<file path="src/rtl/bpm_beat_scheduler.sv">
// Tempo-to-period converter (restoring divider) and beat/accent scheduler.
// A new tempo never interrupts the running beat; the old period holds until the new one is ready.
`timescale 1ns/1ps
module bpm_beat_scheduler #(
    parameter int CLK_HZ  = 50_000_000,
    parameter int BPM_MIN = 20,
    parameter int BPM_MAX = 300
) (
    input  logic        i_clk,
    input  logic        i_reset_n,
    input  logic [33:0] i_bpm,
    input  logic        i_bpm_changed,
    input  logic        i_enable,
    input  logic [3:0]  i_beats_per_bar,
    output logic        o_beat,
    output logic        o_accent,
    output logic [3:0]  o_beat_index,
    output logic [31:0] o_period,
    output logic        o_period_valid,
    output logic        o_busy,
    output logic        o_clamped
);

    localparam logic [63:0] DVD64 = 64'(CLK_HZ) * 64'd60;
    localparam logic [31:0] DVD   = 32'(DVD64);
    localparam logic [33:0] BMIN  = 34'(BPM_MIN);
    localparam logic [33:0] BMAX  = 34'(BPM_MAX);

    if (DVD64 >= 64'h1_0000_0000) begin : g_bad_dividend
        $error("CLK_HZ*60 does not fit in 32 bits");
    end
    if (BPM_MIN < 1 || BPM_MAX < BPM_MIN) begin : g_bad_range
        $error("BPM_MIN/BPM_MAX range is invalid");
    end

    typedef enum logic [1:0] {S_IDLE, S_LOAD, S_DIV, S_DONE} state_t;

    state_t      state_q, state_d;
    logic [33:0] shadow_q;
    logic        pend_q;
    logic [33:0] div_q;
    logic [31:0] dvd_q;
    logic [31:0] rem_q;
    logic [31:0] quot_q;
    logic [4:0]  cnt_q;
    logic [31:0] period_q;
    logic        valid_q;
    logic        clamped_q;
    logic [31:0] tick_q;
    logic [3:0]  idx_q;
    logic        run_q;
    logic        beat_q;
    logic        accent_q;

    logic [33:0] bpm_c;
    logic [32:0] trial;
    logic        ge;
    logic [31:0] rem_d;
    logic [31:0] quot_d;
    logic        active;
    logic [3:0]  idx_nx;

    // Clamp of the tempo that the next LOAD will use
    always_comb begin
        bpm_c = shadow_q;
        if (shadow_q < BMIN) begin
            bpm_c = BMIN;
        end else if (shadow_q > BMAX) begin
            bpm_c = BMAX;
        end
    end

    // One restoring-division step: shift in next dividend bit, subtract if it fits
    always_comb begin
        trial  = {rem_q, dvd_q[31]};
        ge     = ({1'b0, trial} >= div_q);
        rem_d  = ge ? 32'({1'b0, trial} - div_q) : trial[31:0];
        quot_d = {quot_q[30:0], ge};
    end

    // Divider control next-state
    always_comb begin
        state_d = state_q;
        case (state_q)
            S_IDLE: if (i_bpm_changed || pend_q) state_d = S_LOAD;
            S_LOAD: state_d = S_DIV;
            S_DIV:  if (cnt_q == 5'd31) state_d = S_DONE;
            S_DONE: state_d = (pend_q || i_bpm_changed) ? S_LOAD : S_IDLE;
            default: state_d = S_IDLE;
        endcase
    end

    // Divider datapath, shadow tempo, pending flag and published period
    always_ff @(posedge i_clk) begin
        if (!i_reset_n) begin
            state_q   <= S_IDLE;
            shadow_q  <= '0;
            pend_q    <= 1'b0;
            div_q     <= '0;
            dvd_q     <= '0;
            rem_q     <= '0;
            quot_q    <= '0;
            cnt_q     <= '0;
            period_q  <= '0;
            valid_q   <= 1'b0;
            clamped_q <= 1'b0;
        end else begin
            state_q <= state_d;
            if (i_bpm_changed) shadow_q <= i_bpm;
            if (i_bpm_changed && state_q != S_IDLE) begin
                pend_q <= 1'b1;
            end else if (state_q == S_LOAD) begin
                pend_q <= 1'b0;
            end
            if (state_q == S_LOAD) begin
                div_q     <= bpm_c;
                clamped_q <= (shadow_q != bpm_c);
                dvd_q     <= DVD;
                rem_q     <= '0;
                quot_q    <= '0;
                cnt_q     <= '0;
            end else if (state_q == S_DIV) begin
                dvd_q  <= {dvd_q[30:0], 1'b0};
                rem_q  <= rem_d;
                quot_q <= quot_d;
                cnt_q  <= cnt_q + 5'd1;
                if (cnt_q == 5'd31) begin
                    period_q <= quot_d;
                    valid_q  <= 1'b1;
                end
            end
        end
    end

    assign active = i_enable && valid_q;
    assign idx_nx = (i_beats_per_bar <= 4'd1 || idx_q >= i_beats_per_bar - 4'd1)
                  ? 4'd0 : idx_q + 4'd1;

    // Beat generator: immediate downbeat on activation, then one beat per period
    always_ff @(posedge i_clk) begin
        if (!i_reset_n || !active) begin
            tick_q   <= '0;
            idx_q    <= '0;
            run_q    <= 1'b0;
            beat_q   <= 1'b0;
            accent_q <= 1'b0;
        end else if (!run_q) begin
            run_q    <= 1'b1;
            tick_q   <= '0;
            idx_q    <= '0;
            beat_q   <= 1'b1;
            accent_q <= 1'b1;
        end else if (tick_q >= period_q - 32'd1) begin
            tick_q   <= '0;
            idx_q    <= idx_nx;
            beat_q   <= 1'b1;
            accent_q <= (idx_nx == 4'd0);
        end else begin
            tick_q   <= tick_q + 32'd1;
            beat_q   <= 1'b0;
            accent_q <= 1'b0;
        end
    end

    assign o_beat         = beat_q;
    assign o_accent       = accent_q;
    assign o_beat_index   = idx_q;
    assign o_period       = period_q;
    assign o_period_valid = valid_q;
    assign o_busy         = (state_q != S_IDLE);
    assign o_clamped      = clamped_q;

endmodule

</file>
<file path="config.mk">
export PLATFORM = sky130hd
export DESIGN_NAME = bpm_beat_scheduler
export DESIGN_NICKNAME = d
export VERILOG_FILES = /design/src/rtl/bpm_beat_scheduler.sv
export SDC_FILE = /design/constraint.sdc
export NUM_CORES = 1
export LEC_CHECK = 0
export BUFFER_PORTS_ARGS = -buffer_cell sky130_fd_sc_hd__buf_4
export CELL_PAD_IN_SITES_DETAIL_PLACEMENT = 0
export CELL_PAD_IN_SITES_GLOBAL_PLACEMENT = 2
export CORE_ASPECT_RATIO = 2
export CORE_MARGIN = 2
export CORE_UTILIZATION = 34
export CTS_CLUSTER_DIAMETER = 30
export DETAILED_ROUTE_END_ITERATION = 8
export PLACE_DENSITY = 0.78
export SYNTH_ARGS = -nofsm -noshare
export SYNTH_HDL_FRONTEND = slang
export SYNTH_SLANG_ARGS = --single-unit
</file>
<file path="constraint.sdc">
create_clock -name i_clk -period 4.4 [get_ports i_clk]
set_input_delay 1.32 -clock i_clk [delete_from_list [all_inputs] [get_ports i_clk]]
set_output_delay 1.32 -clock i_clk [all_outputs]
set_load 0.01 [all_outputs]
</file>
# Word level (Yosys, flattened, before mapping)

Index checks and enable logic that the tools add are counted.

Flip-flop bits (word level): 235
Bits of input ports: 42
Output and inout port bits: 41
Logic and storage cells: 73

Add/sub/neg operators: 6
Magnitude comparators: 6
Equal/unequal tests: 7
Muxes and demuxes: 17
Bitwise logic cells: 3
Reduce and logical (&&, ||, !) cells: 17

Operators by type and width:

| operator                                                        | number |
|---|---|
| 2-to-1 mux 32 bit                                               | 3 |
| 2-to-1 mux 34 bit                                               | 2 |
| >= comparator 33 x 34 -> 1 bit                                  | 1 |
| > comparator 34 x 9 -> 1 bit (second input constant)            | 1 |
| < comparator 34 x 5 -> 1 bit (second input constant)            | 1 |
| != test 34 bit                                                  | 1 |
| adder 32 x 1 -> 32 bit (second input constant)                  | 1 |
| >= comparator 32 bit                                            | 1 |
| subtractor 32 x 1 -> 32 bit (second input constant)             | 1 |
| subtractor 32 bit                                               | 1 |
| 2-to-1 mux 1 bit                                                | 8 |
| one-hot mux 2 bit (4 select lines)                              | 1 |
| nonzero test 2 bit                                              | 3 |
| adder 5 x 1 -> 5 bit (second input constant)                    | 1 |
| equality test 5 bit (second input constant)                     | 1 |
| adder 4 x 1 -> 4 bit (second input constant)                    | 1 |
| equality test 2 bit (second input constant)                     | 2 |
| >= comparator 4 bit                                             | 1 |
| less-or-equal comparator 4 x 1 -> 1 bit (second input constant) | 1 |
| zero test 4 bit                                                 | 1 |
| 2-to-1 mux 2 bit                                                | 2 |
| 2-to-1 mux 4 bit                                                | 1 |
| != test 2 bit (second input constant)                           | 2 |
| OR reduction 2 bit                                              | 2 |
| 10 further kinds                                                | 16 |

# Depth between registers and ports, before layout

Gate-level depths: netlist of the first run.

Depth in word-level cells: 7
Gate-level depth with buffers: 19
Gate-level depth less buffers: 18

# Worst setup path before layout of the first run

No wires, ideal clock.

Kind: reg-to-reg
From: reg period_q[2] (netlist: o_period[2])
To: reg tick_q[10]
Setup time: 65 ps
Arrival time: 4229 ps
Data required time: 4335 ps
Slack: 106 ps
Stages on the path, launching flop included: 19
Path buffers: 1
Clock period less this slack: 4294 ps
Cell sequence: dfxtp_1 -> nor4_4 -> nand2_2 -> or4_4 -> nand2b_4 -> or4_4 -> nand2b_4 -> nor3_2 -> xnor2_1 -> ha_1 -> a21o_1 -> a21o_1 -> a21oi_1 -> o21ai_0 -> a21o_1 -> a221oi_2 -> nand3_1 -> clkbuf_1 -> nor2_1

Cells in the longest elaborated chain, start to end: 3

Ends and longest elaborated chain:

| what                         | line | source |
|---|---|---|
| from (decl)                  | 46   | `logic [31:0] period_q;` |
| from (signal assigned)       | 128  | `period_q <= quot_d;` |
| subtractor 32 x 1 -> 32 bit  | 153  | `end else if (tick_q >= period_q - 32'd1) begin` |
| >= comparator 32 bit         | 153  |  |
| OR reduction 3 bit (no line) | n/a  |  |
| to (signal assigned)         | 159  | `tick_q <= tick_q + 32'd1;` |
| to (decl)                    | 49   | `logic [31:0] tick_q;` |

No other way between the ends.
A chain may end at the register's enable or synchronous reset.

# Worst setup path after layout of the first run

From: reg period_q[2] (netlist: o_period[2])
To: reg tick_q[17]

The elaborated chain is that of the path after synthesis.

==> results of run 1 <==
area by class of cell:
class	count	area, um^2	share of cell area (%)
Clock buffer	50	1160	7.67
Multi-Input combinational cell	1051	7300	48.2
Inverter	51	191	1.26
Clock inverter	25	298	1.96
Sequential cell	235	4710	31.0
Timing Repair Buffer	119	941	6.21
Tap cell	450	563	3.71
through the flow:
step,hold WS [ps],utilization [%]
after CTS,443,41.9
after global routing,467,42.6
final,441,42.6
after detailed placement,435,37.7
after global placement,430,37.7
after floorplan,422,-
critical path, cell delays in order (launching register included):
cell and delay (ps):
dfxtp_2 330, nor4_4 310, nand2_2 90, or4_4 460
nand2b_4 160, or4_4 460, nand2b_4 190, xor2_1 150
ha_1 310, nand4_1 120, a211oi_2 50, buf_4 150
a221oi_2 310, o31ai_4 130, buf_4 160, a221oi_4 350
nand3_4 200, clkbuf_16 240, nor2_1 100
power by group:
part | switching [uW] | internal [uW]
clock | 1150 | 2190
combinational | 3320 | 2390
sequential | 119 | 2320
total | 4590 | 6900
registers in the layout (all words and copies together) (netlist names):
name / count
cnt_q: 5
div_q: 34
dvd_q: 23
o_accent: 1
o_beat: 1
o_beat_index: 4
o_clamped: 1
o_period: 32
o_period_valid: 1
pend_q: 1
quot_q: 31
rem_q: 32
run_q: 1
shadow_q: 34
state_q: 2
tick_q: 32
worst max-delay path by stage:
stage                        startpoint                           end  slack, ps  cells past startpoint
2_1_floorplan  o_period[2]$_SDFFE_PN0P_         tick_q[10]$_SDFF_PP0_        110                     18
3_3_place_gp   o_period[2]$_SDFFE_PN0P_  o_beat_index[2]$_SDFFE_PP0P_        -90                     17
3_5_place_dp   o_period[2]$_SDFFE_PN0P_  o_beat_index[2]$_SDFFE_PP0P_       -110                     17
4_1_cts        o_period[2]$_SDFFE_PN0P_  o_beat_index[2]$_SDFFE_PP0P_         10                     16
5_1_grt        o_period[2]$_SDFFE_PN0P_         tick_q[14]$_SDFF_PP0_       -180                     19
6_report       o_period[2]$_SDFFE_PN0P_         tick_q[17]$_SDFF_PP0_         60                     18
metal layers:
layer / up-vias / share of wire [%]
met5: - / 0
met4: 0 / 3.8
met3: 75 / 2.6
met2: 126 / 58
met1: 4530 / 35
li1: 5085 / -
kinds of logic after synthesis:
family / count (synthesis) / share of synthesized area [%]
buf+inv: 116 / 3.70
xor+xnor: 92 / 6.59
compound gates: 286 / 14.5
mux: 108 / 8.87
flops: 235 / 38.5
simple gates: 484 / 19.6
fa+ha+maj: 81 / 8.35
placed cells by master, fill, tap and decap left out, types with 49 or more instances in the layout:
cell     instances
inv_1           51
nand2_1        121
ha_1            79
dfxtp_1        234
o21ai_0         77
buf_4          116
xnor2_1         49
a21oi_1         81
mux2i_1        105
nor2_1         146
timing repair:
item                                   CTS  global route
setup endpoints to repair                3            38
setup buffers                            0             4
pin swaps                                0            15
hold buffers                             0             0
gates resized for setup                  2            48
endpoints found under the hold margin    0             0
gates cloned                             0             2
==> metrics, run 1 <==
Ports 83; CP max FO 16; RSZ-0062 raised after global routing yes; Fin. Hold Viols 0; hold path depth 2; placed insts 1900; max frequency 230 MHz; register bit total from synthesis 235; vias after detailed routing roughly 10000; total CTS buffers 42; crit path kind flop to flop; Critical R2R Launch o_period[2]$_SDFFE_PN0P_; vias in the first global route 10200; cell area after synthesis 12200 um^2; CORE AREA approximately 36000 um^2; Slew @ Worst Pin 1100 ps; Main synth FF type dfxtp_1; CP arrival 4810 ps; met1 Use GR 15.0%; Mean Syn Cell Area about 8.7 um^2; met3 usage 2.46%; post-route ant nets 0; max_cap viols 0; layout cells sized above 1 16.5%; clock buffer depth 3; most frequent cell after synthesis dfxtp_1; Crit. End Element flop; min-delay src div_q[31]$_SDFFE_PN0P_; reg2reg setup slack approximately 55 ps; ys async rst share 0%; Post-synth EDFFs 0; ranking of synthesized cells by area dfxtp_1 (38%), mux2i_1 (8.6%), ha_1 (8.2%), nor2_1 (5.0%), nand2_1 (3.7%); Slew headroom between 20% and 30%; Row Count 98; hold endpoint div_q[31]$_SDFFE_PN0P_; period utilization 98.7%; Avg WL per Cell 15.8 um; Yosys cell types 67; sequential area share after synthesis 38.5%; routed vias/inst 4.96; placed wire-length estimate approximately 23000 um; setup violators final 0; routability cong. between 0.8 and 0.9; clock sink count 235; clk root buf clkbuf_16; peak supply drop 0.815 mV; Initial Util 34.4%; CTS clk-pin slew, worst paths 50 ps; PwrDens 757 nW/um^2; R2R depth 18; Final TNS setup 0 ps; status completed; Die Width between 100 and 150 um; Synth top area share about 38%; Final Max Tran Viols 0; H-tree levels 2; largest net degree at the start of global routing 69; Detailed Routing Iterations Pass 1 4; worst skew pair latency 530 ps; Post-Layout Cell Count 1981; WL final about 31000 um; GR peak layer met2; Crit path required time 4870 ps; total number of yosys warnings 0; Synth top cells by count dfxtp_1 (235), nor2_1 (164), nand2_1 (121); overall power between 10000 and 15000 uW; die area 37600 um^2; first-pass GRT wire length 50400 um; Post-Syn Nets 1525; setup slack after layout 55.0 ps; Synth Instances 1402; DRC 0; GRT Util Overall around 16%; Placed Area 13400 um^2; area growth from synthesis to layout 23.9%; CP Launch Type flop; CTS tree done; area leader, netlist dfxtp_1; antenna violations before repair 0; clock skew between 15 and 20 ps; Hold WC Path Type flop to flop; Post-Layout Inst Area between 15000 and 20000 um^2; Die H around 270 um; pre-CTS setup slack -115 ps; routing usage on met2 33.9%; fin nets 1623; GR Overflow Total 0; # fillers 3617; Pleak 0.00639 uW; min Tclk post-route 4340 ps; # diodes 0; PortBufs 82; DRT iter0 DRCs 352; reg2reg end tick_q[17]$_SDFF_PP0_
(Power assumes the default switching activity.)
==> inputs of run 2 (changes only) <==
Settings changed: REMOVE_ABC_BUFFERS set to 1.
==> run 2 against run 1 <==
Net effect:
- total power fell by 0.31%
- critical path depth unchanged
- via count rose by 0.50%
- sequential power is essentially flat
- clock skew is 0.62 ps higher
- largest power group unchanged
==> metrics, run 2 (same netlist as run 1, synthesis figures left out) <==
clk root buf clkbuf_16; # diodes 0 (unchanged); DRC 0 (unchanged); PortBufs 82 (unchanged); Fin. Hold Viols 0 (unchanged); peak supply drop 0.431 mV (-47%); first-pass GRT wire length 49600 um (-1.6%); Crit path required time 4880 ps (about the same); Pleak 0.00636 uW (-0.42%); status completed; Slew @ Worst Pin 1160 ps (+57.4 ps); routed vias/inst 4.97 (+0.35%); Final TNS setup 0 ps (unchanged); PwrDens 763 nW/um^2 (+0.68%); max frequency 235 MHz (+2.0%); fin nets 1623 (unchanged); H-tree levels 2 (unchanged); CTS Hold Buffers Added 0 (unchanged); crit path kind flop to flop; total CTS buffers 42 (unchanged); CP arrival 4740 ps (-70 ps); post-route ant nets 0 (unchanged); GRT Util Overall 16.0% (-0.24 points); most frequent cells in the layout dfxtp_1 (234), nor2_1 (163), nand2_1 (121); clock buffer depth 3 (unchanged); WL final 30400 um (-3.1%); area of the multi-input gates 7170 um^2 (-1.8%); # fillers 3626 (+0.25%); Comb power frac 49.7% (about the same); RSZ-0062 raised after global routing yes; commonest non-fill, non-tap cell in the layout dfxtp_1; largest net degree at the start of global routing 67 (-2.9%); clock skew 17.7 ps (+0.615 ps); setup violators final 0 (unchanged); die area 37600 um^2 (unchanged); CP Launch Type flop; CORE AREA 35600 um^2 (unchanged); GR Overflow Total 0 (unchanged); placed insts 1900 (unchanged); layout cells sized above 1 15.4% (-1.1 points); Initial Util 34.4% (unchanged); crit-path max cell delay 450 ps (about the same); Die H 272 um (unchanged); period utilization 96.8% (-1.9 points); placed wire-length estimate 22900 um (-1.2%); max_cap viols 0 (unchanged); Sequential Area 4710 um^2 (unchanged); antenna violations before repair 0 (unchanged); Reg power frac 21.3% (about the same); top routing layer used met4; vias in the first global route 10100 (-1.8%); CTS tree done; largest registers div_q (34), shadow_q (34); WL met3 847 um (+2.2%); Int Pwr 6790 uW (-1.5%); Hold WC Path Type flop to flop; metal2 WL 17900 um (-2.1%); CP max FO 28 (+12); clock sink count 235 (unchanged); routability cong. 0.828 (about the same); Row Count 98 (unchanged); sw frac 40.7% (+0.71 points); CTS clk-pin slew, worst paths 50 ps (about the same); Clock power frac 29.0% (about the same); area growth from synthesis to layout 22.7%; Final Max Tran Viols 0 (unchanged); Crit. End Element flop; vias after detailed routing 9865 (+0.50%); crit-path cells nor4_4 -> nand2_2 -> or4_4 -> nand2b_4 -> or4_4 -> nand2b_4 -> nor3_4 -> xnor2_1 -> ha_1 -> a21o_1 -> a21o_1 -> a21oi_2 -> o21ai_1 -> a21o_1 -> a221oi_4 -> nand3_2 -> buf_12 -> nor2_1; Detailed Routing Iterations Pass 1 5 (+1); min Tclk post-route 4260 ps (-85.0 ps); Post-Layout Cell Count 1984 (+0.15%); Slew headroom 23.0% (-3.8 points); cell mode on critical path a21o_1; DRT iter0 DRCs 278 (-21%); Metal-1 WL 10800 um (-2.4%); worst skew pair latency 550 ps (+20 ps); CP max-delay cell or4_4; Ports 83 (unchanged); Switching Power 4660 uW (+1.5%); Die Width 138 um (unchanged); Avg WL per Cell 15.3 um (-3.3%)
## run 2: repair_timing
action | in CTS | in global routing
endpoints found under the setup margin | 33 | 38
resized for setup | 3 | 14
buffers inserted | 0 | 6
pin swaps | 0 | 7
## run 2: layer usage
metal / track usage (%) / vias up
met2: 33.9 / 102
met4: 6.28 / 0
met5: 0 / -
met1: 14.6 / 4612
li1: - / 5097
met3: 2.43 / 54
## run 2: power by group through the flow
stage / clock, uW / sequential (uW) / combinational, uW
2_1_floorplan: 0 / 2440 / 4150
3_3_place_gp: 0 / 2480 / 5790
3_5_place_dp: 0 / 2480 / 5740
4_1_cts: 3410 / 2440 / 5780
5_1_grt: 3510 / 2460 / 6250
6_report: 3320 / 2430 / 5690
## run 2: cell type report
| cell class | count | share of cell area [%] |
|---|---|---|
| Tap cell | 450 | 3.75 |
| Sequential cell | 235 | 31.3 |
| Clock inverter | 29 | 2.22 |
| Timing Repair Buffer | 119 | 6.06 |
| Clock buffer | 49 | 7.58 |
| Multi-Input combinational cell | 1051 | 47.8 |
| Inverter | 51 | 1.28 |
## run 2: worst max-delay path: cells and delay by family, from the launching register on
family,cells,cell delay [ps]
compound gates,6,1170
fa+ha+maj,1,260
simple gates,9,2070
flops,1,330
buf+inv,1,180
xor+xnor,1,140
## run 2: through the flow
step / worst slack [ps] / hold slack [ps] / area, um^2 / power (uW) / utilization (%)
final: 140 / 439 / 15000 / 11400 / 42.2
after floorplan: -689 / 422 / 12000 / 6590 / -
after detailed placement: -36.5 / 436 / 13400 / 8220 / 37.7
after global placement: 30.8 / 433 / 13400 / 8260 / 37.7
after CTS: 9.40 / 443 / 14900 / 11600 / 41.9
after global routing: -99.2 / 465 / 15000 / 12200 / 42.2
## run 2: worst paths after layout
| check | slack [ps] | end | depth (start not counted) | from |
|---|---|---|---|---|
| min | 440 | div_q[15]$_SDFFE_PN0P_ | 2 | div_q[15]$_SDFFE_PN0P_ |
| min reg2reg | 440 | div_q[15]$_SDFFE_PN0P_ | 2 | div_q[15]$_SDFFE_PN0P_ |
| max reg2reg | 140 | tick_q[2]$_SDFF_PP0_ | 18 | o_period[5]$_SDFFE_PN0P_ |
| max | 140 | tick_q[2]$_SDFF_PP0_ | 18 | o_period[5]$_SDFFE_PN0P_ |
==> inputs of run 3 (changes only) <==
Settings changed: CORE_ASPECT_RATIO 2 to unset.
==> run 3 against run 2 <==
Net effect:
- clock power rose by 34%
- final cell count rose by 1.0%
- worst setup slack improved by 48 ps
- via count fell by 0.55%
- total power rose by 8.3%
- global-route usage fell by 0.79 points
- routed wire length fell by 5.7%
- critical endpoint is now o_accent$_SDFF_PN0_
- highest routed layer unchanged
==> metrics, run 3 (same netlist as run 1, synthesis figures left out) <==
Detailed Routing Iterations Pass 1 4 (-1); GR Overflow Total 0 (unchanged); CTS clk-pin slew, worst paths 50 ps (about the same); Die Width 194 um (+40%); PortBufs 82 (unchanged); commonest non-fill, non-tap cell in the layout dfxtp_1; clock sink count 235 (unchanged); Final Max Tran Viols 0 (unchanged); CP arrival 4670 ps (-70 ps); clock skew 17.9 ps (+0.230 ps); routability cong. 0.853 (+3.0%); Fin. Hold Viols 0 (unchanged); Crit. End Element flop; Slew @ Worst Pin 1100 ps (-56.3 ps); Initial Util 34.5% (+0.074 points); fin nets 1623 (unchanged); post-layout util 43.6% (+1.4 points); Critical R2R Launch o_period[5]$_SDFFE_PN0P_; overall power 12400 uW (+8.3%); PwrDens 801 nW/um^2 (+5.1%); Slew headroom 26.7% (+3.8 points); CTS tree done; antenna violations before repair 0 (unchanged); Row Count 69 (-30%); WL final 28600 um (-5.7%); total CTS buffers 55 (+31%); hold endpoint div_q[32]$_SDFFE_PN0P_; clock buffer depth 3 (unchanged); max_cap viols 0 (unchanged); placed insts 1902 (+0.11%); die area 37500 um^2 (-0.25%); post-route ant nets 0 (unchanged); Pleak 0.00654 uW (+2.8%); max frequency 237 MHz (+1.1%); layout cells sized above 1 15.2% (-0.15 points); Final TNS setup 0 ps (unchanged); reg2reg end o_accent$_SDFF_PN0_; largest registers div_q (34), shadow_q (34); crit path kind flop to flop; Post-Layout Cell Count 2004 (+1.0%); Ports 83 (unchanged); R2R depth 18 (unchanged); hold path depth 2 (unchanged); DRT iter0 DRCs 331 (+19%); reg2reg setup slack 190 ps (+50 ps); clk root buf clkbuf_16; most frequent cells in the layout dfxtp_1 (235), nor2_1 (164), nand2_1 (121); CP Launch Type flop; status completed; worst skew pair latency 570 ps (+20 ps); CTS Hold Buffers Added 0 (unchanged); # diodes 0 (unchanged); CORE AREA 35500 um^2 (-0.21%); peak supply drop 0.723 mV (+68%); largest net degree at the start of global routing 70 (+4.5%); vias in the first global route 9541 (-5.1%); Crit path required time 4860 ps (-20 ps); area growth from synthesis to layout 26.5%; placed wire-length estimate 20200 um (-12%); min Tclk post-route 4210 ps (-48.2 ps); Die H 194 um (-29%); Avg WL per Cell 14.3 um (-6.6%); first-pass GRT wire length 48100 um (-3.0%); GRT Util Overall 15.2% (-0.79 points); H-tree levels 2 (unchanged); period utilization 95.7% (-1.1 points); setup violators final 0 (unchanged); Min Hold Slack 439 ps (+0.360 ps); routed vias/inst 4.90 (-1.5%); DRC 0 (unchanged); min-delay src div_q[32]$_SDFFE_PN0P_; Hold WC Path Type flop to flop; vias after detailed routing 9811 (-0.55%); CP max FO 6 (-79%)
## run 3: cell count changes in the layout (fill, tap and decap cells not counted), moves of 3 or more
| cell | previous run | this run |
|---|---|---|
| clkbuf_1 | 2 | 6 |
| buf_4 | 117 | 105 |
| clkinv_2 | 4 | 7 |
| bufinv_16 | 3 | 14 |
| inv_8 | 7 | 0 |
| inv_6 | 4 | 1 |
| clkbuf_16 | 43 | 55 |
## run 3: power breakdown
group	total, uW	internal [uW]	switching (uW)
clock	4460	3180	1280
sequential	2440	2320	119
combinational	5500	2380	3120
total	12400	7880	4520
## run 3: worst max path at each step
stage                                         to  slack [ps]                     start
floorplan               o_period[0]$_SDFFE_PN0P_        -690   state_q[0]$_SDFFE_PN0P_
global placement    o_beat_index[2]$_SDFFE_PP0P_         100  o_period[2]$_SDFFE_PN0P_
detailed placement  o_beat_index[2]$_SDFFE_PP0P_          20  o_period[2]$_SDFFE_PN0P_
CTS                         tick_q[4]$_SDFF_PP0_          -2  o_period[2]$_SDFFE_PN0P_
global route               tick_q[10]$_SDFF_PP0_          -5  o_period[5]$_SDFFE_PN0P_
finish                       o_accent$_SDFF_PN0_         190  o_period[5]$_SDFFE_PN0P_
## run 3: routing by layer
layer	up-vias	share of wire [%]	track usage [%]	wire length (um)
met2	113	44	24.3	12700
met1	4546	49	20.0	14200
met3	60	3.7	3.24	1050
met4	0	2.7	5.57	768
met5	-	0	0	0
li1	5092	-	-	-
## run 3: repair_timing
item                                   CTS  global route
pin swaps                                0             3
gates resized for setup                  0            10
endpoints found under the hold margin    0             0
setup endpoints to repair                1            37
setup buffers                            0             2
## run 3: area by class of cell
cell class	count	area, um^2
Clock buffer	66	1470
Inverter	51	191
Clock inverter	34	589
Multi-Input combinational cell	1051	7130
Tap cell	461	577
Sequential cell	235	4700
Timing Repair Buffer	106	808
Fill cell	3539	20000
## run 3: metrics by stage
| step | setup slack [ps] | cell area, um^2 |
|---|---|---|
| after global routing | -4.72 | 15500 |
| after detailed placement | 24.3 | 13300 |
| after CTS | -2.36 | 15400 |
| after floorplan | -689 | 12000 |
| final | 188 | 15500 |
| after global placement | 98.2 | 13300 |
## run 3: critical path, cell delays in order (launching register included)
cell	delay, ps
dfxtp_1	330
nor4_4	350
nand2_2	110
or4_4	460
nand2b_4	160
or4_4	450
nand2b_4	190
nor3_2	130
xnor2_1	140
ha_1	260
a21o_1	180
a21o_1	170
a21oi_1	140
o21ai_1	90
a21o_1	200
a221oi_4	340
buf_4	200
a21boi_0	100
o21a_1	120
